$ cat src/rtl/nf10_axis_pkt_gen_pkg.sv
// Shared types and constants for the AXI4-Stream test packet generator:
// FSM state encoding, default beat geometry and index/remainder widths.
package nf10_axis_pkt_gen_pkg;

    typedef enum logic [1:0] {
        IDLE,
        SEND,
        GAP
    } state_t;

    localparam int DATA_W = 256;
    localparam int BYTES  = DATA_W / 8;
    localparam int LANES  = DATA_W / 32;
    localparam int BEAT_W = 16;
    localparam int REM_W  = 6;

endpackage

$ cat src/rtl/nf10_axis_pkt_gen_if.sv
// AXI4-Stream bundle: tdata/tstrb/tuser/tvalid/tlast from master,
// tready from slave.
interface nf10_axis_pkt_gen_if #(
    parameter int DW = 256,
    parameter int UW = 128
);

    logic [DW-1:0]   tdata;
    logic [DW/8-1:0] tstrb;
    logic [UW-1:0]   tuser;
    logic            tvalid;
    logic            tready;
    logic            tlast;

    modport master (
        output tdata, tstrb, tuser, tvalid, tlast,
        input  tready
    );

    modport slave (
        input  tdata, tstrb, tuser, tvalid, tlast,
        output tready
    );

endinterface

$ cat src/rtl/nf10_axis_pkt_gen_beat.sv
// Combinational beat formatter: pkt_idx/beat_idx/is_last/rem/pkt_len in,
// tdata/tstrb/tuser out. NF10_AXIS_PKT_GEN_TUSER_META_EN adds tuser meta.
module nf10_axis_pkt_gen_beat
    import nf10_axis_pkt_gen_pkg::*;
#(
    parameter int         DW  = 256,
    parameter int         UW  = 128,
    parameter logic [7:0] SRC = 8'h01
) (
    input  logic [15:0]       pkt_idx,
    input  logic [BEAT_W-1:0] beat_idx,
    input  logic              is_last,
    input  logic [REM_W-1:0]  rem,
    input  logic [15:0]       pkt_len,
    output logic [DW-1:0]     tdata,
    output logic [DW/8-1:0]   tstrb,
    output logic [UW-1:0]     tuser
);

    localparam int NB = DW / 8;
    localparam int NL = DW / 32;

    always_comb begin
        tdata = '0;
        for (int k = 0; k < NL; k++) begin
            tdata[k*32 +: 32] = {pkt_idx, beat_idx[12:0], 3'(k)};
        end
    end

    // Only a partial last beat trims the byte mask.
    always_comb begin
        tstrb = '0;
        for (int i = 0; i < NB; i++) begin
            tstrb[i] = !is_last || (rem == '0) || (i < int'(rem));
        end
    end

    logic unused_hi;
    assign unused_hi = ^beat_idx[BEAT_W-1:13];

`ifdef NF10_AXIS_PKT_GEN_TUSER_META_EN
    always_comb begin
        tuser = '0;
        if (beat_idx == '0) begin
            tuser[15:0]  = pkt_len;
            tuser[23:16] = SRC;
        end
    end
`else
    logic unused_len;
    assign unused_len = ^pkt_len;
    assign tuser      = '0;
`endif

endmodule

$ cat src/rtl/nf10_axis_pkt_gen.sv
// AXI4-Stream packet generator: start/pkt_len/pkt_count/ipg in, m_axis out,
// busy/counter/activity_send status. Macro: NF10_AXIS_PKT_GEN_TUSER_META_EN.
module nf10_axis_pkt_gen
    import nf10_axis_pkt_gen_pkg::*;
#(
    parameter int         C_M_AXIS_DATA_WIDTH  = DATA_W,
    parameter int         C_M_AXIS_TUSER_WIDTH = 128,
    parameter logic [7:0] C_SRC_PORT           = 8'h01
) (
    input  logic                aclk,
    input  logic                aresetn,
    input  logic                start,
    input  logic [15:0]         pkt_len,
    input  logic [15:0]         pkt_count,
    input  logic [7:0]          ipg,
    nf10_axis_pkt_gen_if.master m_axis,
    output logic                busy,
    output logic [7:0]          counter,
    output logic                activity_send
);

    localparam int DW = C_M_AXIS_DATA_WIDTH;
    localparam int UW = C_M_AXIS_TUSER_WIDTH;
    localparam int NB = DW / 8;

    state_t            state, state_n;
    logic [15:0]       pkt_idx, pkt_n;
    logic [BEAT_W-1:0] beat_idx, beat_n;
    logic [7:0]        gap_cnt, gap_n;
    logic [15:0]       len_q, count_q;
    logic [7:0]        ipg_q;
    logic [BEAT_W-1:0] last_q;
    logic [REM_W-1:0]  rem_q;

    logic              tvalid_q, valid_n;
    logic              tlast_q;
    logic [DW-1:0]     tdata_q;
    logic [NB-1:0]     tstrb_q;
    logic [UW-1:0]     tuser_q;
    logic              act_n, cnt_inc, load;

    logic [16:0]       in_beats;
    logic [BEAT_W-1:0] in_last, cur_last;
    logic [REM_W-1:0]  in_rem, cur_rem;
    logic [15:0]       cur_len;
    logic              last_n;
    logic [DW-1:0]     f_data;
    logic [NB-1:0]     f_strb;
    logic [UW-1:0]     f_user;

    // Geometry of the packet being launched, derived from the live inputs.
    assign in_beats = (17'(pkt_len) + 17'(NB - 1)) / 17'(NB);
    assign in_last  = BEAT_W'(in_beats - 17'd1);
    assign in_rem   = REM_W'(pkt_len % 16'(NB));

    // In IDLE the beat being loaded belongs to the config on the inputs.
    assign cur_last = (state == IDLE) ? in_last : last_q;
    assign cur_rem  = (state == IDLE) ? in_rem  : rem_q;
    assign cur_len  = (state == IDLE) ? pkt_len : len_q;
    assign last_n   = (beat_n == cur_last);

    nf10_axis_pkt_gen_beat #(
        .DW  (DW),
        .UW  (UW),
        .SRC (C_SRC_PORT)
    ) u_beat (
        .pkt_idx  (pkt_n),
        .beat_idx (beat_n),
        .is_last  (last_n),
        .rem      (cur_rem),
        .pkt_len  (cur_len),
        .tdata    (f_data),
        .tstrb    (f_strb),
        .tuser    (f_user)
    );

    always_comb begin
        state_n = state;
        pkt_n   = pkt_idx;
        beat_n  = beat_idx;
        gap_n   = gap_cnt;
        valid_n = tvalid_q;
        load    = 1'b0;
        act_n   = 1'b0;
        cnt_inc = 1'b0;
        unique case (state)
            IDLE: begin
                if (start && pkt_len != '0 && pkt_count != '0) begin
                    state_n = SEND;
                    pkt_n   = '0;
                    beat_n  = '0;
                    valid_n = 1'b1;
                    load    = 1'b1;
                end
            end
            SEND: begin
                if (tvalid_q && m_axis.tready) begin
                    if (beat_idx == last_q) begin
                        act_n   = 1'b1;
                        cnt_inc = 1'b1;
                        pkt_n   = pkt_idx + 16'd1;
                        if (pkt_n == count_q) begin
                            state_n = IDLE;
                            valid_n = 1'b0;
                        end else if (ipg_q != '0) begin
                            state_n = GAP;
                            gap_n   = ipg_q;
                            valid_n = 1'b0;
                        end else begin
                            beat_n = '0;
                            load   = 1'b1;
                        end
                    end else begin
                        beat_n = beat_idx + 1'b1;
                        load   = 1'b1;
                    end
                end
            end
            GAP: begin
                if (gap_cnt == 8'd1) begin
                    state_n = SEND;
                    beat_n  = '0;
                    valid_n = 1'b1;
                    load    = 1'b1;
                end else begin
                    gap_n = gap_cnt - 8'd1;
                end
            end
            default: state_n = IDLE;
        endcase
    end

    always_ff @(posedge aclk or negedge aresetn) begin
        if (!aresetn) begin
            state    <= IDLE;
            pkt_idx  <= '0;
            beat_idx <= '0;
            gap_cnt  <= '0;
            len_q    <= '0;
            count_q  <= '0;
            ipg_q    <= '0;
            last_q   <= '0;
            rem_q    <= '0;
            tvalid_q <= 1'b0;
            tlast_q  <= 1'b0;
            tdata_q  <= '0;
            tstrb_q  <= '0;
            tuser_q  <= '0;
            busy     <= 1'b0;
            counter  <= '0;
            activity_send <= 1'b0;
        end else begin
            state    <= state_n;
            pkt_idx  <= pkt_n;
            beat_idx <= beat_n;
            gap_cnt  <= gap_n;
            tvalid_q <= valid_n;
            busy     <= (state_n != IDLE);
            activity_send <= act_n;
            if (cnt_inc) counter <= counter + 8'd1;
            if (state == IDLE && state_n == SEND) begin
                len_q   <= pkt_len;
                count_q <= pkt_count;
                ipg_q   <= ipg;
                last_q  <= in_last;
                rem_q   <= in_rem;
            end
            if (load) begin
                tdata_q <= f_data;
                tstrb_q <= f_strb;
                tuser_q <= f_user;
                tlast_q <= last_n;
            end else if (!valid_n) begin
                tlast_q <= 1'b0;
            end
        end
    end

    assign m_axis.tdata  = tdata_q;
    assign m_axis.tstrb  = tstrb_q;
    assign m_axis.tuser  = tuser_q;
    assign m_axis.tvalid = tvalid_q;
    assign m_axis.tlast  = tlast_q;

endmodule

$ cat src/flat_wrapper.sv
// flat-port wrapper written by rule: the top's interface ports become plain ports
module nf10_axis_pkt_gen_flat import nf10_axis_pkt_gen_pkg::*;
#(
    parameter int         C_M_AXIS_DATA_WIDTH  = DATA_W,
    parameter int         C_M_AXIS_TUSER_WIDTH = 128,
    parameter logic [7:0] C_SRC_PORT           = 8'h01
)
  (aclk, aresetn, start, pkt_len, pkt_count, ipg, busy, counter, activity_send, m_axis_tdata, m_axis_tstrb, m_axis_tuser, m_axis_tvalid, m_axis_tlast, m_axis_tready);
  nf10_axis_pkt_gen_if #(.DW((256)), .UW((128))) m_axis_i ();
  input  logic aclk;
  input  logic aresetn;
  input  logic start;
  input  logic [15:0] pkt_len;
  input  logic [15:0] pkt_count;
  input  logic [7:0] ipg;
  output logic busy;
  output logic [7:0] counter;
  output logic activity_send;
  output wire logic [$bits(m_axis_i.tdata)-1:0] m_axis_tdata;
  output wire logic [$bits(m_axis_i.tstrb)-1:0] m_axis_tstrb;
  output wire logic [$bits(m_axis_i.tuser)-1:0] m_axis_tuser;
  output wire logic [$bits(m_axis_i.tvalid)-1:0] m_axis_tvalid;
  output wire logic [$bits(m_axis_i.tlast)-1:0] m_axis_tlast;
  input wire logic [$bits(m_axis_i.tready)-1:0] m_axis_tready;
  assign m_axis_tdata = m_axis_i.tdata;
  assign m_axis_tstrb = m_axis_i.tstrb;
  assign m_axis_tuser = m_axis_i.tuser;
  assign m_axis_tvalid = m_axis_i.tvalid;
  assign m_axis_tlast = m_axis_i.tlast;
  assign m_axis_i.tready = m_axis_tready;
  nf10_axis_pkt_gen #(.C_M_AXIS_DATA_WIDTH(C_M_AXIS_DATA_WIDTH), .C_M_AXIS_TUSER_WIDTH(C_M_AXIS_TUSER_WIDTH), .C_SRC_PORT(C_SRC_PORT)) u_core (.aclk(aclk), .aresetn(aresetn), .start(start), .pkt_len(pkt_len), .pkt_count(pkt_count), .ipg(ipg), .m_axis(m_axis_i), .busy(busy), .counter(counter), .activity_send(activity_send));
endmodule
$ cat config.mk
export PLATFORM = sky130hd
export DESIGN_NAME = nf10_axis_pkt_gen_flat
export DESIGN_NICKNAME = d
export VERILOG_FILES = /design/src/rtl/nf10_axis_pkt_gen_pkg.sv /design/src/rtl/nf10_axis_pkt_gen_if.sv /design/src/rtl/nf10_axis_pkt_gen_beat.sv /design/src/rtl/nf10_axis_pkt_gen.sv /design/src/flat_wrapper.sv
export SDC_FILE = /design/constraint.sdc
export NUM_CORES = 1
export LEC_CHECK = 0
export CAP_MARGIN = 15
export CORE_UTILIZATION = 59
export DETAILED_ROUTE_END_ITERATION = 12
export PLACE_DENSITY = 0.89
export SYNTH_ARGS = -nofsm -noshare
export SYNTH_HDL_FRONTEND = slang
export SYNTH_HIERARCHICAL = 1
export SYNTH_SLANG_ARGS = --single-unit
$ cat constraint.sdc
create_clock -name aclk -period 8.15 [get_ports aclk]
set_input_delay 1.63 -clock aclk [delete_from_list [all_inputs] [get_ports aclk]]
set_output_delay 1.63 -clock aclk [all_outputs]
set_load 0.1 [all_outputs]
# ---- After elaboration in Yosys (flattened, before gate mapping)
# Cells that the tools add are included.
dict set report totals {
  ff_bits 375
  mem_bits_rw 0
  word_cells 157
  inputBits 44
  n_memories 0
  latchBits 0
  output_inout_bits 428
  rom_bits 0
}
dict set report classes {
  bitwise 0
  muxes 45
  order_cmp 32
  n_shift 0
  n_addsub 6
  reduce_logical 46
  mul 0
  eq_ne 13
  n_div 0
}
# cell n
set ops {}
lappend ops {{$mux W16} 10}
lappend ops {{$lt A5 B6 Y1 const A} 16}
lappend ops {{$eq A16 B16 Y1} 3}
lappend ops {{$lt A4 B6 Y1 const A} 8}
lappend ops {{$pmux W16 S3} 1}
lappend ops {{$mux W8} 5}
lappend ops {{$logic_or A1 B1 Y1} 33}
lappend ops {{$add A16 B1 Y16 const B} 2}
lappend ops {{$pmux W16 S2} 1}
lappend ops {{$reduce_bool A16 Y1} 2}
lappend ops {{$lt A3 B6 Y1 const A} 4}
lappend ops {{$add A16 B5 Y17 const B} 1}
lappend ops {{$mux W1} 17}
lappend ops {{$pmux W8 S2} 1}
lappend ops {{$sub A12 B1 Y13 const B} 1}
lappend ops {{$lt A1 B6 Y1 const A} 2}
lappend ops {{$lt A2 B6 Y1 const A} 2}
lappend ops {{$mux W2} 6}
lappend ops {{$add A8 B1 Y8 const B} 1}
lappend ops {{$eq A8 B1 Y1 const B} 1}
lappend ops {{$reduce_bool A8 Y1} 1}
lappend ops {{$sub A8 B1 Y8 const B} 1}
lappend ops {{$logic_not A6 Y1} 1}
lappend ops {{$ne A2 B1 Y1 const B} 3}
lappend ops {{11 further kinds} 19}

# ---- Depth between registers and ports, before layout
# Gate-level depths: netlist of run 1.
dict set report logic_depth {
  depth_word 10
  mapped_depth 21
  depth_no_buf 20
}

# ---- Hierarchy
# The synthesis of run 1 kept the hierarchy.
# mod seq_area_each_um2 cells_each n_inst area_per_inst_um2
set by_module_without_submodules {}
lappend by_module_without_submodules {nf10_axis_pkt_gen 13087.6 2532 1 22272.6}
lappend by_module_without_submodules {nf10_axis_pkt_gen_beat 0.0 453 1 3259.4}

# ---- Least setup slack after synthesis of run 1
# No wires, ideal clock.
dict set report synth_path {
  path_type {input -> register}
  start {input pkt_len[0]}
  end {register u_core.tstrb_q[4] (netlist: u_core/m_axis.tstrb[4])}
  cell_stages 18
  required_time_ns 8.028
  slack_ns 2.647
  n_path_buf 0
  arrival_ns 5.381
  setup_ns 0.122
  cell_sequence {or3_1 > or3_1 > xor2_1 > inv_1 > ha_1 > nand3b_1 > nor3_1 > inv_1 > o22ai_1 > xor2_1 > mux2i_1 > xnor2_1 > a2111o_1 > nor3_1 > or3b_4 > or4_1 > nand2_1 > nand2_1}
}
dict set report synth_via {
  elab_cells_between_ends 17
  cone_classes {add/sub: 2; order compare: 1; eq/ne: 1; mux: 6; reduce/logical: 7}
}
# element line_no
set synth_rtl {}
lappend synth_rtl {{start: declaration} flat_wrapper.sv:13} ;# input logic [15:0] pkt_len;
lappend synth_rtl {{$add A16 B5 Y17} nf10_axis_pkt_gen.sv:52} ;# assign in_beats = (17'(pkt_len) + 17'(NB - 1)) / 17'(NB);
lappend synth_rtl {{$sub A12 B1 Y13} nf10_axis_pkt_gen.sv:53} ;# assign in_last = BEAT_W'(in_beats - 17'd1);
lappend synth_rtl {{via u_core.in_last[0]} nf10_axis_pkt_gen.sv:43} ;# logic [BEAT_W-1:0] in_last, cur_last;
lappend synth_rtl {{$mux W16} nf10_axis_pkt_gen.sv:57} ;# assign cur_last = (state == IDLE) ? in_last : last_q;
lappend synth_rtl {{$eq A16 B16 Y1} nf10_axis_pkt_gen.sv:60} ;# assign last_n = (beat_n == cur_last);
lappend synth_rtl {{via u_core.last_n} nf10_axis_pkt_gen.sv:46} ;# logic last_n;
lappend synth_rtl {{$logic_not A1 Y1} nf10_axis_pkt_gen_beat.sv:34} ;# tstrb[i] = !is_last || (rem == '0) || (i < int'(rem));
lappend synth_rtl {{$logic_or A1 B1 Y1 (2 in a row)} nf10_axis_pkt_gen_beat.sv:34}
lappend synth_rtl {{via u_core.f_strb[4]} nf10_axis_pkt_gen.sv:48} ;# logic [NB-1:0] f_strb;
lappend synth_rtl {{end signal: assignment} nf10_axis_pkt_gen.sv:170} ;# tstrb_q <= f_strb;
lappend synth_rtl {{end: declaration} nf10_axis_pkt_gen.sv:38} ;# logic [NB-1:0] tstrb_q;
# The timed path passes the listed nets, and every way through them passes these cells.
# A chain may end at the register's enable or synchronous reset.

# ---- Final worst setup path of run 1
dict set report layout_path {
  start {input pkt_len[0]}
  end {register u_core.tstrb_q[26] (netlist: u_core/m_axis.tstrb[26])}
}
# Same word-level chain as after synthesis.

==> qor.yml, run 1 <==
synthesis:
  syn-instance-count: 2928
  synth-warning-count: 6
  mappedNetlistArea_um2: 25000
  synth.avg_cell_area_um2: 8.539
global_routing:
  number_of_global_route_vias_before_repair: 19120
  grt_pass1_wl_um: 103800
  pin_count_of_the_biggest_net_entering_global_routing: 238
  grt_util_all_layers: 0.3035
  antenna_found_initial: 4
  globalRouteOverflowTotal: 0
place:
  preCtsSetupSlack_ps: 1402
  place_congestion: 0.9421
  placement.cell_area_um2: 27780
  place_hpwl_um: 44020
  io_buffers: 471
drt:
  vias: 19490
  routed_wire_length_um: 65740
  drt-initial-drc-count: 1893
  drc: 0
  dr.pass1.iters: 6
  drtAntennaViolNets: 0
  routed_via_density: 5.282
  routed_wire_length_per_instance_um: 17.82
final_layout:
  final_non_filler_cell_area_um2: 29580
  n_antenna_cell: 0
  design.final.nets: 3159
  areaGrowthSynthToFinish_pct: 18.33
  share_of_the_core_filled_with_cells: 0.7069
  drive_gt1_frac: 0.05871
clocking:
  cts-htree-levels: 2
  post_cts_resize_count: 0
  path_clk_slew_ps: 60
  cts.root.buffer_cell: "sky130_fd_sc_hd__clkbuf_16"
  post_cts.repair.setup_buffers: 0
  clkLatencyLatePin_ps: 600
  cts.sinks: 512
  hold_buffer_count_at_cts: 0
  tritoncts.num_buffers: 53
  clockBufferDepth: 3
  cts_tree: "built"
timing:
  finalHoldViolations: 0
  worstMarginPinSlew_ps: 1277
  total_negative_slack_ps: 0
  max_freq_mhz: 156.4
  max_slew_margin: 0.1485
  drv_slew: 0
  grt_setup_unrepaired: "false"
  finalClockSkew_ps: 13.37
  timing.final.setup_violations: 0
  final.min_clock_period_ps: 6395
  timing.final.ws_setup_ps: 1755
  final_min_period_over_clock_period: 0.7846
floorplan:
  die_y_um: 207.9
  die_w_um: 207.9
  initial_core_utilization: 0.5974
  std_cell_rows: 75
  dieArea_um2: 43200
  design.core.area_um2: 41850
  ioPinCount: 472
critical_path:
  crit_slowest_cell: "sky130_fd_sc_hd__a21boi_2"
  critPathRequiredTime_ps: 8630
  cp_cell_instances: "clkdlybuf4s50_1, or3_1, or3_1, xor2_1, inv_1, ha_1, nand3b_1, nor3_1, inv_1, o22ai_1, xor2_1, mux2i_1, xnor2_1, a2111o_1, nor3_1, nor2b_1, a21boi_2, o21ai_0, nand2_1, nand2_1"
  critPathMaxStageDelay_ps: 540
  worstSetupStartpointType: "input pin"
  critPathCaptureType: "register"
  critical_path_arrival_ps: 6870
  regToRegSetupSlack_ps: 2560
  worst-path-max-fanout: 14
  cp_class: "input pin to register"
power_and_ir_drop:
  totalPowerFinal_mw: 5.138
  power_density_nw_per_um2: 173.7
  power_switching_mw: 1.077
  internal_power_mw: 4.061
  seqPwrFrac: 0.495
  p_leak_nw: 15.22
  peakVddDrop_mv: 0.1558
  p_clk_frac: 0.485
  p_sw_frac: 0.2096
  comb_power_share: 0.020
flow_run:
  cap_viol_max_count: 0
hold_path:
  timing.hold.worst.class: "register to register"
outcome:
  run_status: "finished, final reports clean"
[state kept, by name, indices dropped and copies added, names as in the netlist, 2 cells and up]
name	cells
u_core/counter	8
u_core/count_q	16
u_core/state	2
u_core/gap_cnt	8
u_core/m_axis.tuser	128
u_core/pkt_idx	16
u_core/ipg_q	8
u_core/m_axis.tdata	256
u_core/m_axis.tstrb	32
u_core/len_q	5
u_core/last_q	13
u_core/beat_idx	16
[path summary, 6_finish.rpt]
path | from | cells after the start | end
worst max-delay path | pkt_len[0] | 20 | u_core/m_axis.tstrb[26]
worst min-delay path | u_core/m_axis.tdata[166] | 2 | u_core/m_axis.tdata[166]
worst max register to register | u_core/beat_idx[11] | 16 | u_core/m_axis.tstrb[26]
worst min register to register | u_core/m_axis.tdata[166] | 2 | u_core/m_axis.tdata[166]
max in group asynchronous | aresetn | 2 | u_core/m_axis.tdata[155]
min in group asynchronous | aresetn | 1 | u_core/m_axis.tuser[106]
[critical path: cells and delay by family]
kind	cells	cell delay (ps)
xor+xnor	3	620
fa+ha+maj	1	250
simple gates	8	2320
buf+inv	3	630
mux	1	120
compound gates	4	1290
[layout make-up]
type                       instances  area (um2)
sequential                       512       12810
clock inverter                    19       230.2
fill                            2971       12270
multi-input combinational       2017        9218
clock buffer                      78        1573
tap                              539       674.4
inverter                          22       82.58
timing repair buffer             503        4995
[power by group through the flow]
stage	clock network, mW	registers (mW)	logic (mW)
global route	2.63	2.54	0.119
detailed placement	0	2.59	0.103
CTS	2.55	2.54	0.104
global placement	0	2.59	0.100
finish	2.49	2.54	0.103
floorplan	0	2.59	0.0720
[per-layer routing]
layer	wire [um]	track usage	vias up	share of wire
met2	31990	0.5038	901	0.49
li1	-	-	9051	-
met4	3012	0.1476	8	0.046
met1	25260	0.3751	9330	0.38
met3	5422	0.07020	199	0.082
met5	52	0	-	0.00079
[layout by cell type, fill, tap and decap left out, drive strengths merged, types with 33 or more instances in the layout]
cell type	n
nor2	58
o21ai	76
clkdlybuf4s50	469
buf	34
mux2	33
nand3	41
nand2	1341
a21oi	37
conb	156
clkbuf	78
dfrtp	512
[stage by stage]
step | instances | hold WS (ps)
6_report | 3690 | 463.2
5_1_grt | 3690 | 479.3
3_3_place_gp | 3593 | 447.9
3_5_place_dp | 3593 | 454.3
2_1_floorplan | 3081 | 472.8
4_1_cts | 3690 | 467.9
No activity file was read; power rests on OpenSTA's default activity.
==> run 2, diff against run 1 <==
CORE_UTILIZATION = 55   (was 59)
PLACE_DENSITY = 0.83   (was 0.89)
clock period = 6.04 ns   (was 8.15 ns; I/O delays follow)
==> run 2 against run 1 <==
Against the previous run: clock skew is 6.3 ps higher; sequential share of layout area shrank 0.46 points; worst setup slack got worse by 1100 ps; via count is 2.4% lower; utilization shrank 3.5 points; critical endpoint is now u_core/m_axis.tstrb[4].
==> qor.yml, run 2 (synthesized netlist as in run 1, its figures left out) <==
outcome:
  run_status: "finished, final reports clean"
timing:
  drv_slew: 0  # unchanged
  grt_setup_unrepaired: "false"
  finalClockSkew_ps: 19.66  # +6.287 ps
  final_min_period_over_clock_period: 0.8977
  max_freq_mhz: 184.4
  max_slew_margin: 0.1640  # +0.01548
  final.min_clock_period_ps: 5422
  total_negative_slack_ps: 0  # unchanged
  worstMarginPinSlew_ps: 1254  # -23.22 ps
  timing.final.setup_violations: 0  # unchanged
  finalHoldViolations: 0  # unchanged
  whs_ps: 463.1  # -0.06000 ps
final_layout:
  share_of_the_core_filled_with_cells: 0.6718  # -0.03504
  commonest_non_fill_non_tap_cells_in_the_layout: "1339 x sky130_fd_sc_hd__nand2_1, 512 x sky130_fd_sc_hd__dfrtp_1, 470 x sky130_fd_sc_hd__clkdlybuf4s50_1"
  layout_commonest_cell: "sky130_fd_sc_hd__nand2_1"
  design.final.nets: 3172  # +0.41%
  drive_gt1_frac: 0.06534  # +0.006629
  areaGrowthSynthToFinish_pct: 19.61
  largest_reg_flops: 256  # unchanged
power_and_ir_drop:
  p_leak_nw: 15.33  # +0.74%
  peakVddDrop_mv: 0.1927  # +24%
  power_density_nw_per_um2: 236.6  # +36%
  totalPowerFinal_mw: 7.074  # +38%
clocking:
  cts-htree-levels: 2  # unchanged
  post_cts.repair.setup_buffers: 0  # unchanged
  hold_buffer_count_at_cts: 0  # unchanged
  clkLatencyLatePin_ps: 600  # about the same
  cts_tree: "built"
  post_cts_resize_count: 0  # unchanged
  cts.sinks: 512  # unchanged
  cts.root.buffer_cell: "sky130_fd_sc_hd__clkbuf_16"
  clockBufferDepth: 3  # unchanged
  path_clk_slew_ps: 60  # about the same
  tritoncts.num_buffers: 54  # +1.9%
global_routing:
  antenna_found_initial: 6  # +2
  globalRouteOverflowTotal: 0  # unchanged
  grt_util_all_layers: 0.2724  # -0.03114
  grt_pass1_wl_um: 100800  # -2.9%
  number_of_global_route_vias_before_repair: 18800  # -1.7%
  pin_count_of_the_biggest_net_entering_global_routing: 235  # -1.3%
flow_run:
  cap_viol_max_count: 0  # unchanged
critical_path:
  cp_cell_instances: "clkdlybuf4s50_1, or3_1, or3_1, xor2_1, inv_1, ha_1, nand3b_1, nor3_1, inv_1, o22ai_1, xor2_1, mux2i_1, xnor2_1, a2111o_1, nor3_1, or3b_4, or4_1, nand2_1, nand2_1"
  critPathMaxStageDelay_ps: 460  # -80 ps
  cp_num_buf_inv: 3  # unchanged
  reg2reg_to: "u_core/m_axis.tstrb[4]"
  critical_path_cell_count: 19  # -5.0%
  crit_slowest_cell: "sky130_fd_sc_hd__or3b_4"
  critical_path.reg2reg.startpoint: "u_core/pkt_idx[0]"
  critical_path_arrival_ps: 5900  # -970 ps
  cp_top_family: "simple AND/OR/NAND/NOR gates"
  number_of_cells_on_the_worst_reg_to_reg_path: 15  # -1
  critPathRequiredTime_ps: 6520  # -2110 ps
  regToRegSetupSlack_ps: 1000  # -1560 ps
  worst-path-max-fanout: 4  # -10
  worstSetupStartpointType: "input pin"
  critPathCaptureType: "register"
  cp-startpoint: "pkt_len[0]"
  cp_class: "input pin to register"
  critical_path.endpoint: "u_core/m_axis.tstrb[4]"
floorplan:
  dieArea_um2: 46310  # +7.2%
  die_y_um: 215.2  # +3.5%
  initial_core_utilization: 0.5617  # -0.03567
  design.core.area_um2: 44510  # +6.3%
  std_cell_rows: 77  # +2.7%
  ioPinCount: 472  # unchanged
  die_w_um: 215.2  # +3.5%
place:
  io_buffers: 471  # unchanged
  place_congestion: 0.9793  # +3.9%
  place_hpwl_um: 43020  # -2.3%
drt:
  vias: 19030  # -2.4%
  routed_wire_length_per_instance_um: 16.85  # -5.4%
  routed_via_density: 5.055  # -4.3%
  drtAntennaViolNets: 0  # unchanged
  drt-initial-drc-count: 1800  # -4.9%
  dr.pass1.iters: 5  # -1
  routed_wire_length_um: 63440  # -3.5%
  drc: 0  # unchanged
hold_path:
  timing.hold.worst.class: "register to register"
run 2: changes by cell type in the layout (fill, tap and decap cells not counted), moves of 3 or more:
cell / delta
sky130_fd_sc_hd__buf_4: +7
sky130_fd_sc_hd__clkinvlp_4: +5
sky130_fd_sc_hd__clkinv_4: +4
sky130_fd_sc_hd__clkbuf_1: -7
sky130_fd_sc_hd__buf_12: +3
sky130_fd_sc_hd__diode_2: +4
run 2: how the worst min path moves through the flow:
stage	depth (start not counted)	slack, ps	to	startpoint
global placement	2	450	u_core/m_axis.tdata[234]	u_core/m_axis.tdata[234]
finish	2	460	u_core/m_axis.tstrb[28]	u_core/m_axis.tstrb[28]
global route	2	480	u_core/m_axis.tdata[152]	u_core/m_axis.tdata[152]
detailed placement	2	450	u_core/m_axis.tstrb[16]	u_core/m_axis.tstrb[16]
CTS	2	470	u_core/m_axis.tdata[117]	u_core/m_axis.tdata[117]
floorplan	2	470	u_core/gap_cnt[1]	u_core/gap_cnt[1]
run 2: worst reg2reg max path, delay by kind of cell, from the launching register on:
kind	cells	cell delay [ps]
DFF	1	470
AOI/OAI and AO/OA	4	1490
adders and majority gates	1	350
and+or+nand+nor	10	2610
run 2: cell type report:
class	instances	area [um2]
Clock inverter	31	349.1
Timing Repair Buffer	515	5129
Antenna cell	4	10.01
Clock buffer	71	1569
Sequential cell	512	12810
Inverter	22	82.58
Tap cell	592	740.7
Multi-Input combinational cell	2017	9211
Fill cell	3468	14610
run 2: layer usage:
metal | wire length, um | global-route usage
met5 | 25 | 0
met4 | 2488 | 0.1083
met3 | 4685 | 0.06723
met2 | 31090 | 0.4528
met1 | 25150 | 0.3415
run 2: through the flow:
step / instances / area [um2] / setup slack, ps
finish: 3764 / 29900 / 617.7
global placement: 3657 / 27960 / 90.24
floorplan: 3081 / 25580 / 961.0
CTS: 3759 / 29880 / 691.3
detailed placement: 3657 / 27960 / 76.50
global route: 3763 / 29900 / 483.1
run 2: power breakdown:
part           internal [mW]  leakage, nW  switching (mW)
Sequential              3.43         7.13               0
Clock                   2.10        0.937            1.41
Combinational         0.0395         7.27          0.0998
Total                   5.57         15.3            1.51
==> run 3, diff against run 2 <==
CAP_MARGIN = 30   (was 15)
==> run 3 against run 2 <==
Against the previous run: flip-flop and latch count did not move; non-clock buffer count is 23 higher; utilization up 1.3 points; clock skew is 5.9 ps higher; largest cell class unchanged; combinational power is essentially flat; first-iteration DRC count fell by 1.2%; critical path type unchanged; cell area grew 1.9%; sequential power about the same; fmax decreased by 0.57%; power down 0.17%.
==> qor.yml, run 3 (synthesized netlist as in run 1, its figures left out) <==
clocking:
  post_cts.repair.setup_buffers: 0  # unchanged
  cts-htree-levels: 2  # unchanged
  path_clk_slew_ps: 60  # about the same
  clkLatencyLatePin_ps: 610  # about the same
  clockBufferDepth: 3  # unchanged
  hold_buffer_count_at_cts: 0  # unchanged
  tritoncts.num_buffers: 53  # -1.9%
  cts.sinks: 512  # unchanged
  cts_tree: "built"
  cts.root.buffer_cell: "sky130_fd_sc_hd__clkbuf_16"
  post_cts_resize_count: 0  # unchanged
global_routing:
  pin_count_of_the_biggest_net_entering_global_routing: 235  # unchanged
  antenna_found_initial: 5  # -1
  grt_util_all_layers: 0.2771  # +0.004718
  globalRouteOverflowTotal: 0  # unchanged
  number_of_global_route_vias_before_repair: 19180  # +2.0%
  grt_pass1_wl_um: 102800  # +1.9%
final_layout:
  final_non_filler_cell_area_um2: 30470  # +1.9%
  areaGrowthSynthToFinish_pct: 21.85
  largest_reg_flops: 256  # unchanged
  design.final.nets: 3194  # +0.69%
  commonest_non_fill_non_tap_cells_in_the_layout: "1339 x sky130_fd_sc_hd__nand2_1, 512 x sky130_fd_sc_hd__dfrtp_1, 470 x sky130_fd_sc_hd__clkdlybuf4s50_1"
  drive_gt1_frac: 0.07031  # +0.004967
  layout_commonest_cell: "sky130_fd_sc_hd__nand2_1"
power_and_ir_drop:
  totalPowerFinal_mw: 7.062  # -0.17%
  comb_power_share: 0.020  # about the same
  power_switching_mw: 1.468  # -2.6%
  peakVddDrop_mv: 0.2058  # +6.8%
  internal_power_mw: 5.594  # +0.49%
  p_sw_frac: 0.2079  # -0.005202
  p_clk_frac: 0.495  # about the same
  power_density_nw_per_um2: 231.8  # -2.0%
  p_leak_nw: 15.59  # +1.7%
  seqPwrFrac: 0.486  # about the same
floorplan:
  initial_core_utilization: 0.5617  # unchanged
  std_cell_rows: 77  # unchanged
  die_w_um: 215.2  # unchanged
  ioPinCount: 472  # unchanged
  dieArea_um2: 46310  # unchanged
  design.core.area_um2: 44510  # unchanged
  die_y_um: 215.2  # unchanged
critical_path:
  critPathMaxStageDelay_ps: 470  # about the same
  crit_slowest_cell: "sky130_fd_sc_hd__or3b_4"
  critical_path_arrival_ps: 5940  # +40 ps
  worst-path-max-fanout: 4  # unchanged
  critPathRequiredTime_ps: 6520  # about the same
  critPathCaptureType: "register"
  cp_class: "input pin to register"
  worstSetupStartpointType: "input pin"
  cp_cell_instances: "clkdlybuf4s50_1, or3_1, or3_1, xor2_1, inv_1, ha_1, nand3b_1, nor3_1, inv_1, o22ai_1, xor2_1, mux2i_1, xnor2_1, a2111o_1, nor3_1, or3b_4, or4_1, nand2_1, nand2_1"
drt:
  drc: 0  # unchanged
  routed_via_density: 5.117  # +1.2%
  drt-initial-drc-count: 1778  # -1.2%
  routed_wire_length_um: 64530  # +1.7%
  dr.pass1.iters: 6  # +1
  drtAntennaViolNets: 0  # unchanged
  routed_wire_length_per_instance_um: 17.07  # +1.3%
  vias: 19350  # +1.7%
place:
  place_congestion: 0.9793  # unchanged
  placement.cell_area_um2: 28440  # +1.7%
  place_hpwl_um: 43300  # +0.65%
  io_buffers: 471  # unchanged
flow_run:
  cap_viol_max_count: 0  # unchanged
timing:
  worstMarginPinSlew_ps: 1288  # +33.82 ps
  final_min_period_over_clock_period: 0.9028  # +0.005102
  timing.final.setup_violations: 0  # unchanged
  finalClockSkew_ps: 25.56  # +5.900 ps
  finalHoldViolations: 0  # unchanged
  max_slew_margin: 0.1415  # -0.02254
  final.min_clock_period_ps: 5453  # +30.82 ps
  grt_setup_unrepaired: "false"
  total_negative_slack_ps: 0  # unchanged
  max_freq_mhz: 183.4  # -0.57%
  drv_slew: 0  # unchanged
outcome:
  run_status: "finished, final reports clean"
hold_path:
  timing.hold.worst.class: "register to register"
## run 3: cell count changes in the layout (fill, tap and decap cells not counted), moves of 2 or more
| cell | previous run | this run |
|---|---|---|
| sky130_fd_sc_hd__buf_4 | 37 | 39 |
| sky130_fd_sc_hd__clkbuf_16 | 57 | 55 |
| sky130_fd_sc_hd__clkinv_4 | 4 | 2 |
| sky130_fd_sc_hd__clkbuf_8 | 9 | 17 |
| sky130_fd_sc_hd__clkinv_2 | 12 | 8 |
| sky130_fd_sc_hd__buf_16 | 0 | 21 |
| sky130_fd_sc_hd__clkinvlp_4 | 6 | 1 |
## run 3: final timing paths
| kind | startpoint | to | slack, ps | cells past startpoint |
|---|---|---|---|---|
| max in group asynchronous | aresetn | u_core/m_axis.tdata[62] | 4000 | 2 |
| setup / recovery | pkt_len[0] | u_core/m_axis.tstrb[4] | 590 | 19 |
| min in group asynchronous | aresetn | u_core/m_axis.tuser[106] | 590 | 1 |
| hold reg to reg | u_core/m_axis.tuser[43] | u_core/m_axis.tuser[43] | 460 | 2 |
| setup reg to reg | u_core/pkt_idx[0] | u_core/m_axis.tstrb[4] | 940 | 15 |
| hold / removal | u_core/m_axis.tuser[43] | u_core/m_axis.tuser[43] | 460 | 2 |
## run 3: area by class of cell
| cell class | count | area (um2) |
|---|---|---|
| Antenna cell | 3 | 7.507 |
| Clock buffer | 78 | 1633 |
| Clock inverter | 19 | 262.8 |
| Fill cell | 3372 | 14040 |
| Inverter | 22 | 82.58 |
| Multi-Input combinational cell | 2017 | 9211 |
| Sequential cell | 512 | 12810 |
| Tap cell | 592 | 740.7 |
| Timing Repair Buffer | 538 | 5715 |
## run 3: through the flow
step | cells | worst slack, ps | util | hold slack [ps]
final | 3781 | 586.9 | 0.6845 | 462.4
after global routing | 3780 | 467.3 | 0.6844 | 484.5
after CTS | 3773 | 671.5 | 0.6817 | 467.6
after floorplan | 3081 | 961.0 | - | 472.8
after global placement | 3657 | 90.24 | 0.6283 | 448.1
after detailed placement | 3676 | 68.68 | 0.6391 | 454.4
## run 3: power groups by stage
| stage | registers (mW) | logic [mW] | clock network [mW] |
|---|---|---|---|
| after floorplan | 3.49 | 0.0971 | 0 |
| after global placement | 3.49 | 0.137 | 0 |
| after detailed placement | 3.49 | 0.141 | 0 |
| after CTS | 3.43 | 0.141 | 3.56 |
| after global routing | 3.43 | 0.161 | 3.70 |
| final | 3.43 | 0.139 | 3.49 |
## run 3: metal layers
metal  vias up  global-route usage  routed length [um]
met5         -                   0                  27
met4         4              0.1149                2845
met3       186             0.06907                4792
met2       787              0.4595               31590
met1      9234              0.3461               25270
li1       9135                   -                   -
## run 3: critical path: cells and delay by family
| family | cells | cell delay [ps] |
|---|---|---|
| simple gates | 9 | 2690 |
| mux | 1 | 120 |
| xor+xnor | 3 | 600 |
| compound gates | 2 | 530 |
| buf+inv | 3 | 570 |
| fa+ha+maj | 1 | 220 |
